[src/rtl/rdata_reorder_pkg.sv]
// Shared constants and types for the read-data reorder unit: parameter defaults,
// depacketiser flit-type codes and the control FSM state encoding.
package rdata_reorder_pkg;

  localparam int DEF_DATA_W = 64;
  localparam int DEF_SN_W   = 5;
  localparam int DEF_TO_W   = 10;

  typedef enum logic [1:0] {
    FLIT_HDR        = 2'd0,
    FLIT_RDATA_BODY = 2'd1,
    FLIT_WRESP      = 2'd2,
    FLIT_TAIL       = 2'd3
  } flit_type_e;

  typedef enum logic [1:0] {
    ST_IDLE   = 2'd0,
    ST_ACTIVE = 2'd1,
    ST_DONE   = 2'd2
  } state_e;

endpackage

[src/rtl/rdata_reorder_mem.sv]
// Reorder storage: 2^SN_W payload slots with a valid vector, one write port,
// one clear-on-read read port and a second valid lookup used for duplicate checks.
module rdata_reorder_mem
  import rdata_reorder_pkg::*;
#(
  parameter int DATA_W = DEF_DATA_W,
  parameter int SN_W   = DEF_SN_W
) (
  input  logic              clk,
  input  logic              rst,
  input  logic              i_flush,
  input  logic              i_we,
  input  logic [SN_W-1:0]   i_waddr,
  input  logic [DATA_W-1:0] i_wdata,
  input  logic              i_re,
  input  logic [SN_W-1:0]   i_raddr,
  output logic [DATA_W-1:0] o_rdata,
  output logic              o_rvalid,
  input  logic [SN_W-1:0]   i_qaddr,
  output logic              o_qvalid
);

  localparam int DEPTH = 1 << SN_W;

  logic [DATA_W-1:0] r_data [DEPTH];
  logic [DEPTH-1:0]  r_vld;

  // Payload slots carry no reset; only the valid vector decides visibility.
  always_ff @(posedge clk) begin
    if (i_we) r_data[i_waddr] <= i_wdata;
  end

  always_ff @(posedge clk or posedge rst) begin
    if (rst) begin
      r_vld <= '0;
    end else if (i_flush) begin
      r_vld <= '0;
    end else begin
      if (i_re) r_vld[i_raddr] <= 1'b0;
      if (i_we) r_vld[i_waddr] <= 1'b1;
    end
  end

  assign o_rdata  = r_data[i_raddr];
  assign o_rvalid = r_vld[i_raddr];
  assign o_qvalid = r_vld[i_qaddr];

endmodule

[src/rtl/rdata_reorder_unit.sv]
// Reorders out-of-order read-data beats of one burst into SN order for the slave-side FIFO.
// Optional watchdog/anomaly logic is built only when RDATA_REORDER_TIMEOUT_EN is defined.
module rdata_reorder_unit
  import rdata_reorder_pkg::*;
#(
  parameter int DATA_W = DEF_DATA_W,
  parameter int SN_W   = DEF_SN_W,
  parameter int TO_W   = DEF_TO_W
) (
  input  logic              clk,
  input  logic              rst,
  input  logic              start,
  input  logic [SN_W-1:0]   burst_len,
  input  logic              in_valid,
  input  logic [SN_W-1:0]   in_sn,
  input  logic [DATA_W-1:0] in_data,
  output logic              out_valid,
  output logic [DATA_W-1:0] out_data,
  input  logic              out_ready,
  output logic              busy,
  output logic              done,
  output logic              err_dup,
  output logic              err_range,
  output logic              anomaly
);

  localparam int CNT_W = SN_W + 1;

  state_e            r_state;
  state_e            w_state_nxt;
  logic [SN_W-1:0]   r_blen;
  logic [SN_W-1:0]   r_head;
  logic              r_wrap;
  logic [CNT_W-1:0]  r_rcv_cnt;
  logic [CNT_W-1:0]  r_out_cnt;
  logic [CNT_W-1:0]  w_beats;
  logic              r_out_vld_p0;
  logic [DATA_W-1:0] r_out_data_p0;
  logic              r_err_dup;
  logic              r_err_range;

  logic              w_active;
  logic              w_start_acc;
  logic              w_acc;
  logic              w_range;
  logic              w_dup;
  logic              w_legal;
  logic              w_slot_free;
  logic              w_bypass;
  logic              w_load_mem;
  logic              w_load;
  logic              w_hs;
  logic              w_last_hs;
  logic              w_flush;
  logic              w_wdog_fire;
  logic              w_busy;
  logic              w_done;
  logic [DATA_W-1:0] w_mem_rdata;
  logic              w_head_vld;
  logic              w_q_vld;

  assign w_beats     = {1'b0, r_blen} + 1'b1;
  assign w_active    = (r_state == ST_ACTIVE);
  assign w_start_acc = start && (r_state == ST_IDLE);
  assign w_acc       = in_valid && w_active;

  // Once head has wrapped every SN of the burst has been emitted, so all later beats are stale.
  assign w_range = w_acc && (in_sn > r_blen);
  assign w_dup   = w_acc && !w_range && (w_q_vld || (in_sn < r_head) || r_wrap);
  assign w_legal = w_acc && !w_range && !w_dup;

  assign w_slot_free = !r_out_vld_p0 || out_ready;
  assign w_bypass    = w_legal && (in_sn == r_head) && w_slot_free;
  assign w_load_mem  = w_active && w_head_vld && w_slot_free;
  assign w_load      = w_bypass || w_load_mem;
  assign w_hs        = r_out_vld_p0 && out_ready;
  assign w_last_hs   = w_active && w_hs && ((r_out_cnt + 1'b1) == w_beats);
  assign w_flush     = w_start_acc || w_wdog_fire;

  rdata_reorder_mem #(
    .DATA_W (DATA_W),
    .SN_W   (SN_W)
  ) u_mem (
    .clk      (clk),
    .rst      (rst),
    .i_flush  (w_flush),
    .i_we     (w_legal && !w_bypass),
    .i_waddr  (in_sn),
    .i_wdata  (in_data),
    .i_re     (w_load_mem),
    .i_raddr  (r_head),
    .o_rdata  (w_mem_rdata),
    .o_rvalid (w_head_vld),
    .i_qaddr  (in_sn),
    .o_qvalid (w_q_vld)
  );

  always_comb begin
    w_state_nxt = r_state;
    w_busy      = 1'b0;
    w_done      = 1'b0;
    case (r_state)
      ST_IDLE: begin
        if (start) w_state_nxt = ST_ACTIVE;
      end
      ST_ACTIVE: begin
        w_busy = 1'b1;
        if (w_last_hs) w_state_nxt = ST_DONE;
      end
      ST_DONE: begin
        w_done      = 1'b1;
        w_state_nxt = ST_IDLE;
      end
      default: w_state_nxt = ST_IDLE;
    endcase
    if (w_wdog_fire) w_state_nxt = ST_IDLE;
  end

  always_ff @(posedge clk or posedge rst) begin
    if (rst) r_state <= ST_IDLE;
    else     r_state <= w_state_nxt;
  end

  always_ff @(posedge clk or posedge rst) begin
    if (rst) begin
      r_blen       <= '0;
      r_head       <= '0;
      r_wrap       <= 1'b0;
      r_rcv_cnt    <= '0;
      r_out_cnt    <= '0;
      r_out_vld_p0 <= 1'b0;
      r_err_dup    <= 1'b0;
      r_err_range  <= 1'b0;
    end else if (w_start_acc) begin
      r_blen       <= burst_len;
      r_head       <= '0;
      r_wrap       <= 1'b0;
      r_rcv_cnt    <= '0;
      r_out_cnt    <= '0;
      r_out_vld_p0 <= 1'b0;
      r_err_dup    <= 1'b0;
      r_err_range  <= 1'b0;
    end else begin
      if (w_range) r_err_range <= 1'b1;
      if (w_dup)   r_err_dup   <= 1'b1;
      if (w_legal) r_rcv_cnt   <= r_rcv_cnt + 1'b1;
      if (w_hs)    r_out_cnt   <= r_out_cnt + 1'b1;
      if (w_load) begin
        r_out_vld_p0 <= 1'b1;
        r_head       <= r_head + 1'b1;
        if (r_head == {SN_W{1'b1}}) r_wrap <= 1'b1;
      end else if (out_ready) begin
        r_out_vld_p0 <= 1'b0;
      end
      if (w_wdog_fire) r_out_vld_p0 <= 1'b0;
    end
  end

  // Output stage: payload from bypass or head slot, held until the FIFO accepts it.
  always_ff @(posedge clk) begin
    if (w_load) r_out_data_p0 <= w_bypass ? in_data : w_mem_rdata;
  end

`ifdef RDATA_REORDER_TIMEOUT_EN
  localparam logic [TO_W-1:0] WDOG_LAST = TO_W'((1 << TO_W) - 2);

  logic [TO_W-1:0] r_wdog;
  logic            r_anomaly;
  logic            w_wdog_cnt;

  // Fires on the cycle that would bring the count to its all-ones value.
  assign w_wdog_cnt  = w_active && !w_acc && (r_rcv_cnt < w_beats);
  assign w_wdog_fire = w_wdog_cnt && (r_wdog == WDOG_LAST);

  always_ff @(posedge clk or posedge rst) begin
    if (rst) begin
      r_wdog    <= '0;
      r_anomaly <= 1'b0;
    end else if (w_start_acc) begin
      r_wdog    <= '0;
      r_anomaly <= 1'b0;
    end else if (w_acc) begin
      r_wdog <= '0;
    end else if (w_wdog_fire) begin
      r_wdog    <= '0;
      r_anomaly <= 1'b1;
    end else if (w_wdog_cnt) begin
      r_wdog <= r_wdog + 1'b1;
    end
  end

  assign anomaly = r_anomaly;
`else
  logic w_unused_to;
  logic w_unused_rcv;

  assign w_wdog_fire  = 1'b0;
  assign anomaly      = 1'b0;
  assign w_unused_to  = (TO_W > 0);
  assign w_unused_rcv = ^r_rcv_cnt;
`endif

  assign out_valid = r_out_vld_p0;
  assign out_data  = r_out_data_p0;
  assign busy      = w_busy;
  assign done      = w_done;
  assign err_dup   = r_err_dup;
  assign err_range = r_err_range;

endmodule

[config.mk]
export PLATFORM = sky130hd
export DESIGN_NAME = rdata_reorder_unit
export DESIGN_NICKNAME = d
export VERILOG_FILES = /design/src/rtl/rdata_reorder_pkg.sv /design/src/rtl/rdata_reorder_mem.sv /design/src/rtl/rdata_reorder_unit.sv
export SDC_FILE = /design/constraint.sdc
export NUM_CORES = 2
export LEC_CHECK = 0
export ABC_AREA = 0
export CAP_MARGIN = 30
export CORE_MARGIN = 5
export CORE_UTILIZATION = 45
export DETAILED_ROUTE_END_ITERATION = 7
export SYNTH_ARGS = -nofsm -noshare
export SYNTH_HDL_FRONTEND = slang
export SYNTH_SLANG_ARGS = --single-unit
[constraint.sdc]
create_clock -name clk -period 8.45 [get_ports clk]
set_input_delay 0.845 -clock clk [delete_from_list [all_inputs] [get_ports clk]]
set_output_delay 0.845 -clock clk [all_outputs]
set_load 0.01 [all_outputs]
==> flow_summary_export.csv <==
group,metric,value,unit
sta,max_slew_margin,33.2,%
cells_and_area,drive_above_1_share,26.8,%
cts,clk-insertion-delay-late,0.84,ns
cells_and_area,mostFrequentLayoutCells,"edfxtp_1 (2112), mux4_2 (517), a22oi_1 (256), clkbuf_16 (217), clkdlybuf4s50_1 (147)",
critical_path,crit_fanout,33,
synthesis,synth_ff_type,"edfxtp_1",
synthesis,async_reset_ff_share,2.49,%
critical_path,crit_slowest_cell,"clkdlybuf4s50_1",
critical_path,worstSetupPathType,"in -> reg",
cts,clk_pin_slew,0.07,ns
floorplan,initial_core_util,45.3,%
sta,finalHoldViolations,0,
cts,cts_sinks,2166,
synthesis,synth_nets,3719,
route,vias,39700,
sta,rsz0062_at_grt,"no",
cts,postCtsHoldBufs,0,
cells_and_area,utilization,52.0,%
floorplan,coreArea,0.183,mm²
global_routing,first_global_vias,40400,
global_routing,grt_max_degree,111,
sta,report.final.setup_viol,0,
route,drtAntennaViolNets,0,
floorplan,pin_count,149,
sta,tightest_slew,1.00,ns
floorplan,fp.dieW,439,µm
sta,fin_crit_sh,62.2,%
cts,cts-root-buf,"clkbuf_16",
status,status,"complete, no violations",
cts,cts.repair.resized,0,
min_path,worstHoldPathCells,1,
cts,cts_buffer_depth,3,
min_path,hold_class,"reg -> reg",
cells_and_area,ff_latch_area,0.0648,mm²
synthesis,yosysSeqAreaShare,78.1,%
sta,period_needed,5.26,ns
floorplan,fp-row-count,157,
sta,skew,0.0348,ns
cells_and_area,multi_input_area,0.0175,mm²
synthesis,synth_cell_types,62,
route,routed_via_density,6.04,
power,vdd_drop_max,0.228,mV
power,power_density,294,mW/mm²
synthesis,netlist_area,0.0830,mm²
cts,cts_buffers,214,
place,gp_congestion,0.806,
job,maxCapViolCount,0,
critical_path,worst_setup_path_start_kind,"input port",
critical_path,max_stage_delay,0.96,ns
critical_path,cp.required,8.90,ns
global_routing,antenna_found_initial,4,
cts,postCtsSetupBuffers,0,
critical_path,worstSetupEndpointType,"flop",
critical_path,crit_top_cell,"buf_4",
cells_and_area,final_common_cell,"edfxtp_1",
synthesis,ys_warn_count,0,
synthesis,synth-edff-count,2112,
route,wirelength,208000,µm
cts,tritoncts,"built",
power,p_leak,0.0298,µW
critical_path,rr_worst_depth,10,
floorplan,die_h,439,µm
cells_and_area,fin_nets,4024,
critical_path,crit_chain,"clkdlybuf4s50_1, or3b_1, nor3_1, a2111oi_4, nand4_1, or3_1, nor2_4, buf_4, buf_4",
global_routing,grt_pass1_wl,299000,µm
route,wl_per_cell,31.7,µm
global_routing,grt_overflow,0,
global_routing,grtUsageTotal,21.6,%
route,drt-pass1-iter-count,5,
sta,drv_slew,0,
synthesis,synth_area_per_cell,22.9,µm²
cts,htree_levels,4,
synthesis,synthCells,3623,
synthesis,synth-seq-cells,2166,
critical_path,arrival,5.71,ns
sta,fmax,190,MHz
cells_and_area,n_fill_cell,14100,
sta,tns,0,ns
cells_and_area,syn_to_final_growth,14.8,%
place,io_buffers,147,
floorplan,die-area,0.193,mm²
route,drt_iter0_drc,4682,
route,drc_errors,0,
place,hpwl,112000,µm
-- synth_stat cells (all sizes together), types with 5 or more instances --
library cell	n	share of area, %
and3	6	0.045
edfxtp	2112	76
xor2	8	0.084
clkbuf	111	0.50
ha	17	0.26
o22ai	7	0.060
nor3	18	0.11
xnor2	5	0.053
a21oi	9	0.072
nor2	42	0.19
mux2	69	1.2
mux2i	21	0.25
nand2b	5	0.038
a31oi	5	0.038
a32o	24	0.29
o21ai	13	0.078
a31o	6	0.063
mux4	517	14
nand3b	5	0.045
nand3	41	0.25
buf	104	0.64
nor4	7	0.078
inv	18	0.081
nand4	68	0.51
or3	9	0.068
nor3b	5	0.045
a22oi	256	2.3
nand2	20	0.090
dfrtp	54	1.6
-- worst max-delay path: cells and delay by family --
kind	cells	cell delay [ns]
and+or+nand+nor	5	2.38
buffers and inverters	3	2.14
AOI/OAI and AO/OA	1	0.26
-- layout make-up --
| type | instances | share of cell area [%] |
|---|---|---|
| clock buffers | 269 | 5.90 |
| clock inverters | 123 | 1.04 |
| flip-flops and latches | 2166 | 68.0 |
| repair buffers | 304 | 3.38 |
| diodes | 1 | 0.00263 |
| inverters | 18 | 0.0736 |
| well taps | 2464 | 3.24 |
| multi-input cells | 1224 | 18.3 |
-- report_power, final --
part           total [µW]  internal, µW  switching, µW
clock                9030          5050           3980
combinational        6530          3200           3330
sequential          12400         12200            274
total               28000         20400           7590
-- cell families (layout without fill, tap and decap cells) --
logic type | count (synthesis) | in the layout | synth area share, %
compound gates | 341 | 341 | 3.16
flops | 2166 | 2166 | 78.1
fa+ha+maj | 17 | 17 | 0.256
simple gates | 244 | 244 | 1.64
mux | 607 | 607 | 15.5
buf+inv | 233 | 714 | 1.22
other cells | 1 | 2 | 0.00452
xor+xnor | 14 | 14 | 0.164
-- state kept, by name, summed over array words and instances (netlist names) --
| signal | count |
|---|---|
| u_mem.r_data | 2048 |
| out_data | 64 |
| u_mem.r_vld | 32 |
| r_out_cnt | 6 |
| r_blen | 5 |
| r_head | 5 |
| r_state | 2 |
| err_dup | 1 |
| err_range | 1 |
| out_valid | 1 |
| r_wrap | 1 |
-- final timing paths --
check	start	to	slack [ns]
worst min register to register	u_mem.r_vld[11]	u_mem.r_vld[11]	0.54
max in group asynchronous	rst	r_head[0]	7.33
min in group asynchronous	rst	u_mem.r_vld[30]	0.55
worst max register to register	r_head[1]	u_mem.r_data[14][4]	3.25
worst min-delay path	u_mem.r_vld[11]	u_mem.r_vld[11]	0.54
worst max-delay path	in_sn[4]	u_mem.r_data[14][4]	3.19
-- metrics by stage --
stage | total power (µW) | instances | setup WS, ns | hold slack (ns) | cell area [µm²]
2_1_floorplan | 17100 | 3623 | 0.903 | 0.495 | 83000
3_3_place_gp | 19200 | 6155 | 2.50 | 0.521 | 88100
3_5_place_dp | 19300 | 6172 | 2.42 | 0.529 | 88500
4_1_cts | 28300 | 6564 | 3.26 | 0.512 | 95100
5_1_grt | 29100 | 6569 | 2.97 | 0.549 | 95200
6_report | 28000 | 6569 | 3.19 | 0.542 | 95200
-- layer usage --
layer	track usage (%)	vias to the layer above	share of wire, %
met3	5.32	248	8.6
met5	0	-	0
met2	33.8	1719	48
met4	4.44	0	1.7
met1	31.3	21500	42
li1	-	16300	-
No activity file was read; power rests on OpenSTA's default activity.
